**config.mk**
```make
export PLATFORM = sky130hd
export DESIGN_NAME = exec_unit_pipe
export DESIGN_NICKNAME = d
export VERILOG_FILES = /design/src/rtl/exec_unit_pipe.sv
export SDC_FILE = /design/constraint.sdc
export NUM_CORES = 1
export LEC_CHECK = 0
export CORE_AREA = 2 2 203 205
export DETAILED_ROUTE_END_ITERATION = 16
export DIE_AREA = 0 0 205 207
export HOLD_SLACK_MARGIN = 0.03
export SLEW_MARGIN = 30
export SYNTH_ARGS = -nofsm -noshare
export SYNTH_HDL_FRONTEND = slang
export SYNTH_SLANG_ARGS = --single-unit
```
**constraint.sdc**
```tcl
create_clock -name clk -period 4.8 [get_ports clk]
set_input_delay 1.2 -clock clk [delete_from_list [all_inputs] [get_ports clk]]
set_output_delay 1.2 -clock clk [all_outputs]
set_load 0.005 [all_outputs]
```
**src/rtl/exec_unit_pipe.sv**
```systemverilog
`default_nettype none
// ============================================================================
// Module   : exec_unit_pipe
// Purpose  : Single registered execute stage sitting between decode and
//            memory. It contains a width-generic ALU with saturating add/sub,
//            XOR, shifts/rotate, byte-lane loads and pass-through ops, and an
//            iterative shift-add multiplier that stalls decode while it runs.
//            It also keeps the {N,Z,V} flag register used by branch resolution.
// Ports    : clk, rst (async, active-high), flush (sync squash)
//            in_valid/in_ready, in_op, in_src1, in_src2, in_tag  - decode side
//            out_valid/out_ready, out_result, out_tag            - memory side
//            flags {N,Z,V}, busy (multiplier iterating)
// Revision : 1.0 - initial release
// ============================================================================
module exec_unit_pipe #(
  parameter int WIDTH = 16,
  parameter int TAG_W = 32
) (
  input  logic             clk,
  input  logic             rst,
  input  logic             flush,
  input  logic             in_valid,
  output logic             in_ready,
  input  logic [3:0]       in_op,
  input  logic [WIDTH-1:0] in_src1,
  input  logic [WIDTH-1:0] in_src2,
  input  logic [TAG_W-1:0] in_tag,
  output logic             out_valid,
  input  logic             out_ready,
  output logic [WIDTH-1:0] out_result,
  output logic [TAG_W-1:0] out_tag,
  output logic [2:0]       flags,
  output logic             busy
);

  localparam int SHW   = $clog2(WIDTH);
  localparam int CNT_W = SHW + 1;
  localparam int MSB   = WIDTH - 1;

  localparam logic [3:0] OP_ADD  = 4'h0;
  localparam logic [3:0] OP_SUB  = 4'h1;
  localparam logic [3:0] OP_XOR  = 4'h2;
  localparam logic [3:0] OP_SLL  = 4'h4;
  localparam logic [3:0] OP_SRA  = 4'h5;
  localparam logic [3:0] OP_ROR  = 4'h6;
  localparam logic [3:0] OP_PASS = 4'h8;
  localparam logic [3:0] OP_LLB  = 4'h9;
  localparam logic [3:0] OP_LHB  = 4'hA;
  localparam logic [3:0] OP_ADDW = 4'hB;
  localparam logic [3:0] OP_MUL  = 4'hE;

  // Which flag bits an op is allowed to write.
  localparam logic [1:0] FL_HOLD = 2'd0;
  localparam logic [1:0] FL_NZV  = 2'd1;
  localparam logic [1:0] FL_Z    = 2'd2;

  localparam logic [WIDTH-1:0] SAT_POS  = {1'b0, {(WIDTH-1){1'b1}}};
  localparam logic [WIDTH-1:0] SAT_NEG  = {1'b1, {(WIDTH-1){1'b0}}};
  localparam logic [CNT_W-1:0] MUL_LAST = CNT_W'(WIDTH - 1);

  // --------------------------------------------------------------------------
  // State
  // --------------------------------------------------------------------------
  logic             out_valid_q, out_valid_d;
  logic [WIDTH-1:0] result_q,    result_d;
  logic [TAG_W-1:0] tag_q,       tag_d;
  logic [2:0]       flags_q,     flags_d;
  logic             busy_q,      busy_d;
  logic [CNT_W-1:0] cnt_q,       cnt_d;
  logic [WIDTH-1:0] mcand_q,     mcand_d;
  logic [WIDTH-1:0] mplier_q,    mplier_d;
  logic [WIDTH-1:0] acc_q,       acc_d;
  logic [TAG_W-1:0] mtag_q,      mtag_d;

  // --------------------------------------------------------------------------
  // ALU
  // --------------------------------------------------------------------------
  logic [SHW-1:0]     shamt;
  logic [WIDTH-1:0]   sum_wrap;
  logic [WIDTH-1:0]   diff_wrap;
  logic               add_ovf;
  logic               sub_ovf;
  logic [2*WIDTH-1:0] ror_wide;
  logic [WIDTH-1:0]   alu_res;
  logic               alu_v;
  logic [1:0]         alu_fmode;

  assign shamt     = in_src2[SHW-1:0];
  assign sum_wrap  = in_src1 + in_src2;
  assign diff_wrap = in_src1 - in_src2;
  assign add_ovf   = (in_src1[MSB] == in_src2[MSB]) && (sum_wrap[MSB]  != in_src1[MSB]);
  assign sub_ovf   = (in_src1[MSB] != in_src2[MSB]) && (diff_wrap[MSB] != in_src1[MSB]);
  // Rotating a doubled copy makes the low half the rotated word for any amount.
  assign ror_wide  = {in_src1, in_src1} >> shamt;

  always_comb begin
    alu_res   = '0;
    alu_v     = 1'b0;
    alu_fmode = FL_HOLD;
    case (in_op)
      // On overflow the clamp direction follows src1's sign: both operands
      // (after SUB's negation) share it.
      OP_ADD: begin
        alu_res   = add_ovf ? (in_src1[MSB] ? SAT_NEG : SAT_POS) : sum_wrap;
        alu_v     = add_ovf;
        alu_fmode = FL_NZV;
      end
      OP_SUB: begin
        alu_res   = sub_ovf ? (in_src1[MSB] ? SAT_NEG : SAT_POS) : diff_wrap;
        alu_v     = sub_ovf;
        alu_fmode = FL_NZV;
      end
      OP_XOR: begin
        alu_res   = in_src1 ^ in_src2;
        alu_fmode = FL_Z;
      end
      OP_SLL: begin
        alu_res   = in_src1 << shamt;
        alu_fmode = FL_Z;
      end
      OP_SRA: begin
        alu_res   = $unsigned($signed(in_src1) >>> shamt);
        alu_fmode = FL_Z;
      end
      OP_ROR: begin
        alu_res   = ror_wide[WIDTH-1:0];
        alu_fmode = FL_Z;
      end
      OP_PASS: alu_res = in_src1;
      OP_LLB:  alu_res = {in_src1[WIDTH-1:WIDTH/2], in_src2[WIDTH/2-1:0]};
      OP_LHB:  alu_res = {in_src2[WIDTH/2-1:0], in_src1[WIDTH/2-1:0]};
      OP_ADDW: alu_res = sum_wrap;
      default: alu_res = '0;
    endcase
  end

  // --------------------------------------------------------------------------
  // Handshake and next-state
  // --------------------------------------------------------------------------
  logic             accept;
  logic [WIDTH-1:0] acc_step;

  assign in_ready = !busy_q && !flush && (!out_valid_q || out_ready);
  assign accept   = in_valid && in_ready;
  assign acc_step = acc_q + (mplier_q[0] ? mcand_q : '0);

  always_comb begin
    out_valid_d = out_valid_q;
    result_d    = result_q;
    tag_d       = tag_q;
    flags_d     = flags_q;
    busy_d      = busy_q;
    cnt_d       = cnt_q;
    mcand_d     = mcand_q;
    mplier_d    = mplier_q;
    acc_d       = acc_q;
    mtag_d      = mtag_q;

    if (flush) begin
      out_valid_d = 1'b0;
      busy_d      = 1'b0;
      cnt_d       = '0;
    end else if (busy_q) begin
      // One multiplier bit per cycle; out_valid is already low here because
      // the MUL could only be accepted with the output register free.
      mcand_d  = mcand_q << 1;
      mplier_d = mplier_q >> 1;
      acc_d    = acc_step;
      cnt_d    = cnt_q + CNT_W'(1);
      if (cnt_q == MUL_LAST) begin
        busy_d      = 1'b0;
        out_valid_d = 1'b1;
        result_d    = acc_step;
        tag_d       = mtag_q;
        flags_d[1]  = (acc_step == '0);
      end
    end else begin
      if (out_valid_q && out_ready) begin
        out_valid_d = 1'b0;
      end
      if (accept) begin
        if (in_op == OP_MUL) begin
          busy_d      = 1'b1;
          cnt_d       = '0;
          mcand_d     = in_src1;
          mplier_d    = in_src2;
          acc_d       = '0;
          mtag_d      = in_tag;
          out_valid_d = 1'b0;
        end else begin
          out_valid_d = 1'b1;
          result_d    = alu_res;
          tag_d       = in_tag;
          case (alu_fmode)
            FL_NZV:  flags_d    = {alu_res[MSB], (alu_res == '0), alu_v};
            FL_Z:    flags_d[1] = (alu_res == '0);
            default: flags_d    = flags_q;
          endcase
        end
      end
    end
  end

  always_ff @(posedge clk or posedge rst) begin
    if (rst) begin
      out_valid_q <= 1'b0;
      result_q    <= '0;
      tag_q       <= '0;
      flags_q     <= '0;
      busy_q      <= 1'b0;
      cnt_q       <= '0;
      mcand_q     <= '0;
      mplier_q    <= '0;
      acc_q       <= '0;
      mtag_q      <= '0;
    end else begin
      out_valid_q <= out_valid_d;
      result_q    <= result_d;
      tag_q       <= tag_d;
      flags_q     <= flags_d;
      busy_q      <= busy_d;
      cnt_q       <= cnt_d;
      mcand_q     <= mcand_d;
      mplier_q    <= mplier_d;
      acc_q       <= acc_d;
      mtag_q      <= mtag_d;
    end
  end

  assign out_valid  = out_valid_q;
  assign out_result = result_q;
  assign out_tag    = tag_q;
  assign flags      = flags_q;
  assign busy       = busy_q;

endmodule
`default_nettype wire

```
### Yosys cells after proc, flatten, opt, wreduce, memory -nomap -nowiden

Cells that the tools add are included.
W data, S select, Z words.

* register bits after elaboration: 138
* input port bits: 73
* output and inout bits: 54
* logic and storage cells: 116

* $add $sub $neg: 4
* equal/unequal tests: 20
* shift operators: 3
* muxes and demuxes: 45
* bitwise operators: 4
* reductions and logical operators: 29

Operators with widths (number)
* $mux W16: 17
* $pmux W16 S10: 1
* $mux W32: 4
* $add A16 B16 Y16: 2
* $logic_not A16 Y1: 2
* $shr A32 B4 Y16: 1
* $eq A4 B4 Y1 const B: 5
* $mux W5: 4
* $shl A16 B4 Y16: 1
* $sshr A16 B4 Y16: 1
* $sub A16 B16 Y16: 1
* $xor A16 B16 Y16: 1
* $mux W1: 15
* $eq A4 B3 Y1 const B: 3
* $reduce_and A5 Y1: 2
* $reduce_and A4 Y1: 2
* $logic_and A1 B1 Y1: 6
* $reduce_bool A2 Y1: 3
* $reduce_bool A3 Y1: 2
* $add A5 B1 Y5 const B: 1
* $eq A5 B4 Y1 const B: 1
* $eq A4 B1 Y1 const B: 1
* $eq A4 B2 Y1 const B: 1
* $logic_not A4 Y1: 1
* other kinds (18): 27

### Longest topological paths before layout

Gate-level depths: netlist (run 1).

* depth in word-level cells: 10
* depth in mapped cells: 24
* depth with buffers taken out: 19

### Least setup slack after synthesis (run 1)

OpenSTA, ideal clock, no wires.

* path kind: input to register
* start point: in in_src2[2]
* end point: reg flags_q[1] (netlist: flags[1])
* arrival time: 5861 ps
* required time: 4720 ps
* path slack: -1141 ps
* cell stages on the path: 23
* path buffers: 5
* cells stage by stage: buf_2 > buf_2 > inv_1 > buf_2 > ha_1 > buf_2 > nor2_1 > a211oi_1 > a311o_1 > a311oi_1 > o21bai_1 > a21oi_1 > fa_1 > clkbuf_1 > nand3b_1 > o21a_1 > a21oi_1 > a2111oi_2 > nand4_1 > nor4b_1 > nand3_1 > or4_1 > o211ai_2

* cells in the longest elaborated chain, start to end: 10
* elaborated cells on any way between the ends: 18

RTL lines
* start, declared: line 26 `input logic [WIDTH-1:0] in_src2,`
* $sub A16 B16 Y16 or $add A16 B16 Y16 (tied branches): line 90, 89
* $ne A1 B1 Y1 (on tied branches): line 92, 91
* $logic_and A1 B1 Y1 (on tied branches): line 92, 91
* $mux W16 (on tied branches): line 109, 104
* $pmux W16 S10 *: line 100 `case (in_op)`
* $logic_not A16 Y1 *: line 195, 196
* $mux W1 *
* $mux W2 *: line 182 `if (in_op == OP_MUL) begin`
* $mux W2 *: line 181 `if (accept) begin`
* $mux W1 *: line 163 `end else if (busy_q) begin`
* end signal, assigned: line 220 `flags_q <= flags_d;`
* end, declared: line 67 `logic [2:0] flags_q, flags_d;`

Mark *: on every way between the ends. The rest lies on a longest branch, timed or not. The select of a mux whose other input is x is not followed.
A chain may end at the register's enable or synchronous reset.

### Final worst setup path (run 1)

* start point: in in_src2[1]
* end point: reg flags_q[1] (netlist: flags[1])

Same word-level chain as after synthesis.

==> flow_metrics.env, run 1 <==
export IMPL_firstDrtPassIters=5
export IMPL_r2r_end="flags[1]"
export IMPL_yosys_warnings=0
export IMPL_dp_cells=2089
export IMPL_crit_required_ns=5.14
export IMPL_grt_max_degree=53
export IMPL_arrival_ns=5.33
export IMPL_ys_seq_area_share_pct=30.83
export IMPL_power_leakage_nw=6.714
export IMPL_path_delay_family="compound AO/OA/AOI/OAI gates"
export IMPL_relSlewSlack_pct=42.05
export IMPL_gp_congestion=0.9896
export IMPL_syn2layout_area_growth_pct=36.03
export IMPL_rsz0062_at_grt="true"
export IMPL_wl_per_cell_um=20.33
export IMPL_violations="negative setup slack"
export IMPL_slowest_stage="fa_2"
export IMPL_endpoint="flags[1]"
export IMPL_worstSetupEndpointType="flop"
export IMPL_row_count=74
export IMPL_hp_class="flop to flop"
export IMPL_tightest_slew_ns=0.8692
export IMPL_grt_overflow=0
export IMPL_fin_ws_ns=-0.1841
export IMPL_ys_seq_elements=138
export IMPL_fmax_mhz=200.6
export IMPL_multiInputGateArea_sq_um=7496
export IMPL_vias_per_cell=5.277
export IMPL_syn_num_nets=1489
export IMPL_synthTopCellsByCount="nand2_1 (252), dfrtp_1 (138), o21ai_0 (134), mux2i_1 (114), nor2_1 (92)"
export IMPL_crit_path_max_incr_delay_ns=0.60
export IMPL_crit_start="in_src2[1]"
export IMPL_diodes=0
export IMPL_start_util_pct=27.74
export IMPL_grt_pass1_vias=11150
export IMPL_drive_gt1_share_pct=22.46
export IMPL_rr_worst_depth=13
export IMPL_placed_area_sq_um=14090
export IMPL_finalNonFillerCells=2148
export IMPL_avgSynthCellArea_sq_um=8.217
export IMPL_final_area_sq_um=15230
export IMPL_clkTransAtPathRegs_ns=0.06
export IMPL_die_x_um=205
export IMPL_critPathBufInv=4
export IMPL_fin_crit_ns=4.984
export IMPL_path_max_fanout=3
export IMPL_synth_cells=1363
export IMPL_grt_usage_pct=20.44
export IMPL_synth_top_area_cell="dfrtp_1"
export IMPL_grt_pass1_wl_um=66670
export IMPL_drc=0
export IMPL_cts_sinks=138
export IMPL_fin_skew_ns=0.006230
export IMPL_synth_edf_count=0
export IMPL_cp_start_kind="input pin"
export IMPL_coreArea_sq_um=40370
export IMPL_yosysTopAreaCellShare_pct=30.83
export IMPL_dieArea_sq_um=42440
export IMPL_antenna_found_initial=0
export IMPL_cts_root_buf="clkbuf_16"
export IMPL_synth_async_reset_ratio_pct=100.0
export IMPL_synthFlopType="dfrtp_1"
export IMPL_worstSetupPathType="input pin to flop"
export IMPL_die_h_um=207
export IMPL_detailed_place_hpwl_um=32550
export IMPL_post_synth_top_count_cell="nand2_1"
export IMPL_slew_viol_final=0
export IMPL_post_route_period_util_pct=103.8
export IMPL_synthTopCellsByArea="dfrtp_1 (31%), mux2i_1 (10%), nand2_1 (8.4%)"
export IMPL_num_vias=11330
export IMPL_setup_viol=1
export IMPL_clock_latency_ns=0.42
export IMPL_cts_tree="built"
export IMPL_hold_viol=0
export IMPL_first_iter_violations=1042
export IMPL_r2r_slack_ns=1.35
export IMPL_cp_depth=21
export IMPL_io_pins=127
export IMPL_ant_nets=0
export IMPL_synth_cell_area_sq_um=11200
export IMPL_ir_worst_vdd_uv=286.8
export IMPL_maxCapViolations=0
export IMPL_regArea_sq_um=3457
export IMPL_status="complete, but fails checks"
export IMPL_rr_startpoint="mplier_q[0]"
export IMPL_htreeDepth=4
export IMPL_io_buffers=126
export IMPL_fillers=4168
export IMPL_final_nets=1729
export IMPL_clk_path_buf_depth=2
export IMPL_synth_cell_types=90
export IMPL_crit_chain="buf_8, clkinvlp_4, ha_4, nand2b_4, a211oi_4, a311o_1, a311oi_2, o21bai_1, a21oi_2, fa_2, buf_6, buf_6, a21oi_4, nand2_2, a21oi_2, a2111oi_2, nand4_1, nor4b_4, nand3_1, or4_4, o211ai_2"
export IMPL_power_density_nw_per_um2=304.7
export IMPL_cts_made_buffers=17
export IMPL_wl_um=43670
==> registers in the layout, summed over array words and instances, names as in the netlist <==
signal / cells
acc_q: 16
mplier_q: 16
mcand_q: 16
out_tag: 32
busy: 1
flags: 3
mtag_q: 32
out_result: 16
cnt_q: 5
out_valid: 1
==> area by class of cell <==
type	count	area share (%)
Timing Repair Buffer	321	18.38
Multi-Input combinational cell	1084	49.20
Inverter	41	1.142
Clock buffer	17	2.792
Tap cell	532	4.369
Clock inverter	15	1.421
Sequential cell	138	22.69
==> layer usage <==
layer  up-vias  share of wire [%]  GRT usage (%)
li1       5323                  -              -
met1      5486                 43          27.31
met2       414                 47          32.60
met3       111                6.3          4.091
met4         0                4.0          7.368
met5         -                  0              0
==> cell families after synthesis <==
family                   count (synthesis)  synth area share, %
AO/OA/AOI/OAI                          353                20.18
XOR/XNOR                                40                3.128
adder cells (fa/ha/maj)                 53                6.189
buffers and inverters                  141                5.430
flip-flops                             138                30.83
multiplexers                           143                14.32
AND/OR/NAND/NOR                        495                19.92
==> layout by cell type (no fill, tap or decap), types with 12 or more instances in the layout <==
| cell type | n |
|---|---|
| mux2i_1 | 114 |
| nand2b_1 | 14 |
| a21oi_1 | 64 |
| xnor2_1 | 30 |
| o21ai_0 | 125 |
| clkbuf_16 | 17 |
| nand2_1 | 249 |
| nor2_1 | 83 |
| buf_4 | 180 |
| nor3_1 | 23 |
| mux2_2 | 12 |
| nand3_1 | 12 |
| inv_1 | 24 |
| a21o_1 | 13 |
| a211oi_1 | 12 |
| o211ai_1 | 12 |
| and2_1 | 18 |
| nor2b_1 | 15 |
| dfrtp_1 | 137 |
| ha_1 | 39 |
| clkdlybuf4s50_1 | 100 |
==> metrics by stage <==
step | hold WS, ns | total power [mW] | util, % | worst slack (ns) | TNS, ns
6_report | 0.4734 | 4.642 | 37.74 | -0.1841 | -0.1841
5_1_grt | 0.4928 | 4.903 | 37.74 | -0.3037 | -0.3833
4_1_cts | 0.4756 | 4.645 | 37.55 | -0.1376 | -0.1376
3_5_place_dp | 0.4605 | 3.114 | 34.92 | -1.146 | -12.28
3_3_place_gp | 0.4570 | 3.089 | 34.92 | -0.9761 | -9.971
2_1_floorplan | 0.4454 | 2.370 | - | -0.5262 | -0.6524
==> worst register-to-register path, stage by stage (launching register included) <==
cell      delay (ns)
dfrtp_1         0.54
and2_1          0.23
ha_1            0.21
fa_1            0.44
a21o_1          0.19
a21oi_1         0.29
o21ai_0         0.24
a41o_1          0.31
a31o_2          0.23
a21oi_1         0.16
xnor2_1         0.16
nor2_1          0.08
nand4_1         0.15
o211ai_2        0.09
==> repair_timing <==
action | in CTS | in global routing
hold buffers | 0 | 0
pin swaps | 41 | 30
endpoints found under the setup margin | 17 | 11
gates resized for setup | 111 | 36
setup buffers | 29 | 5
==> worst min-delay path by stage <==
stage	start	slack, ns	depth (start not counted)	endpoint
2_1_floorplan	mtag_q[0]	0.45	2	mtag_q[0]
3_3_place_gp	mtag_q[2]	0.46	2	mtag_q[2]
3_5_place_dp	out_result[3]	0.46	2	out_result[3]
4_1_cts	out_result[3]	0.48	2	out_result[3]
5_1_grt	out_result[6]	0.49	1	out_result[6]
6_report	mtag_q[21]	0.47	2	mtag_q[21]
==> power by group <==
group | switching (mW) | internal, mW | leakage (nW) | total (mW)
registers | 0.158 | 1.41 | 1.78 | 1.56
clock network | 0.546 | 0.883 | 0.305 | 1.43
logic | 0.850 | 0.801 | 4.63 | 1.65
No activity file was read; power rests on OpenSTA's default activity.
==> run 2, diff against run 1 <==
CAP_MARGIN = 10   (was unset)
==> results of run 2 <==
The final DEF is identical to that of run 1; final timing and power are the same.
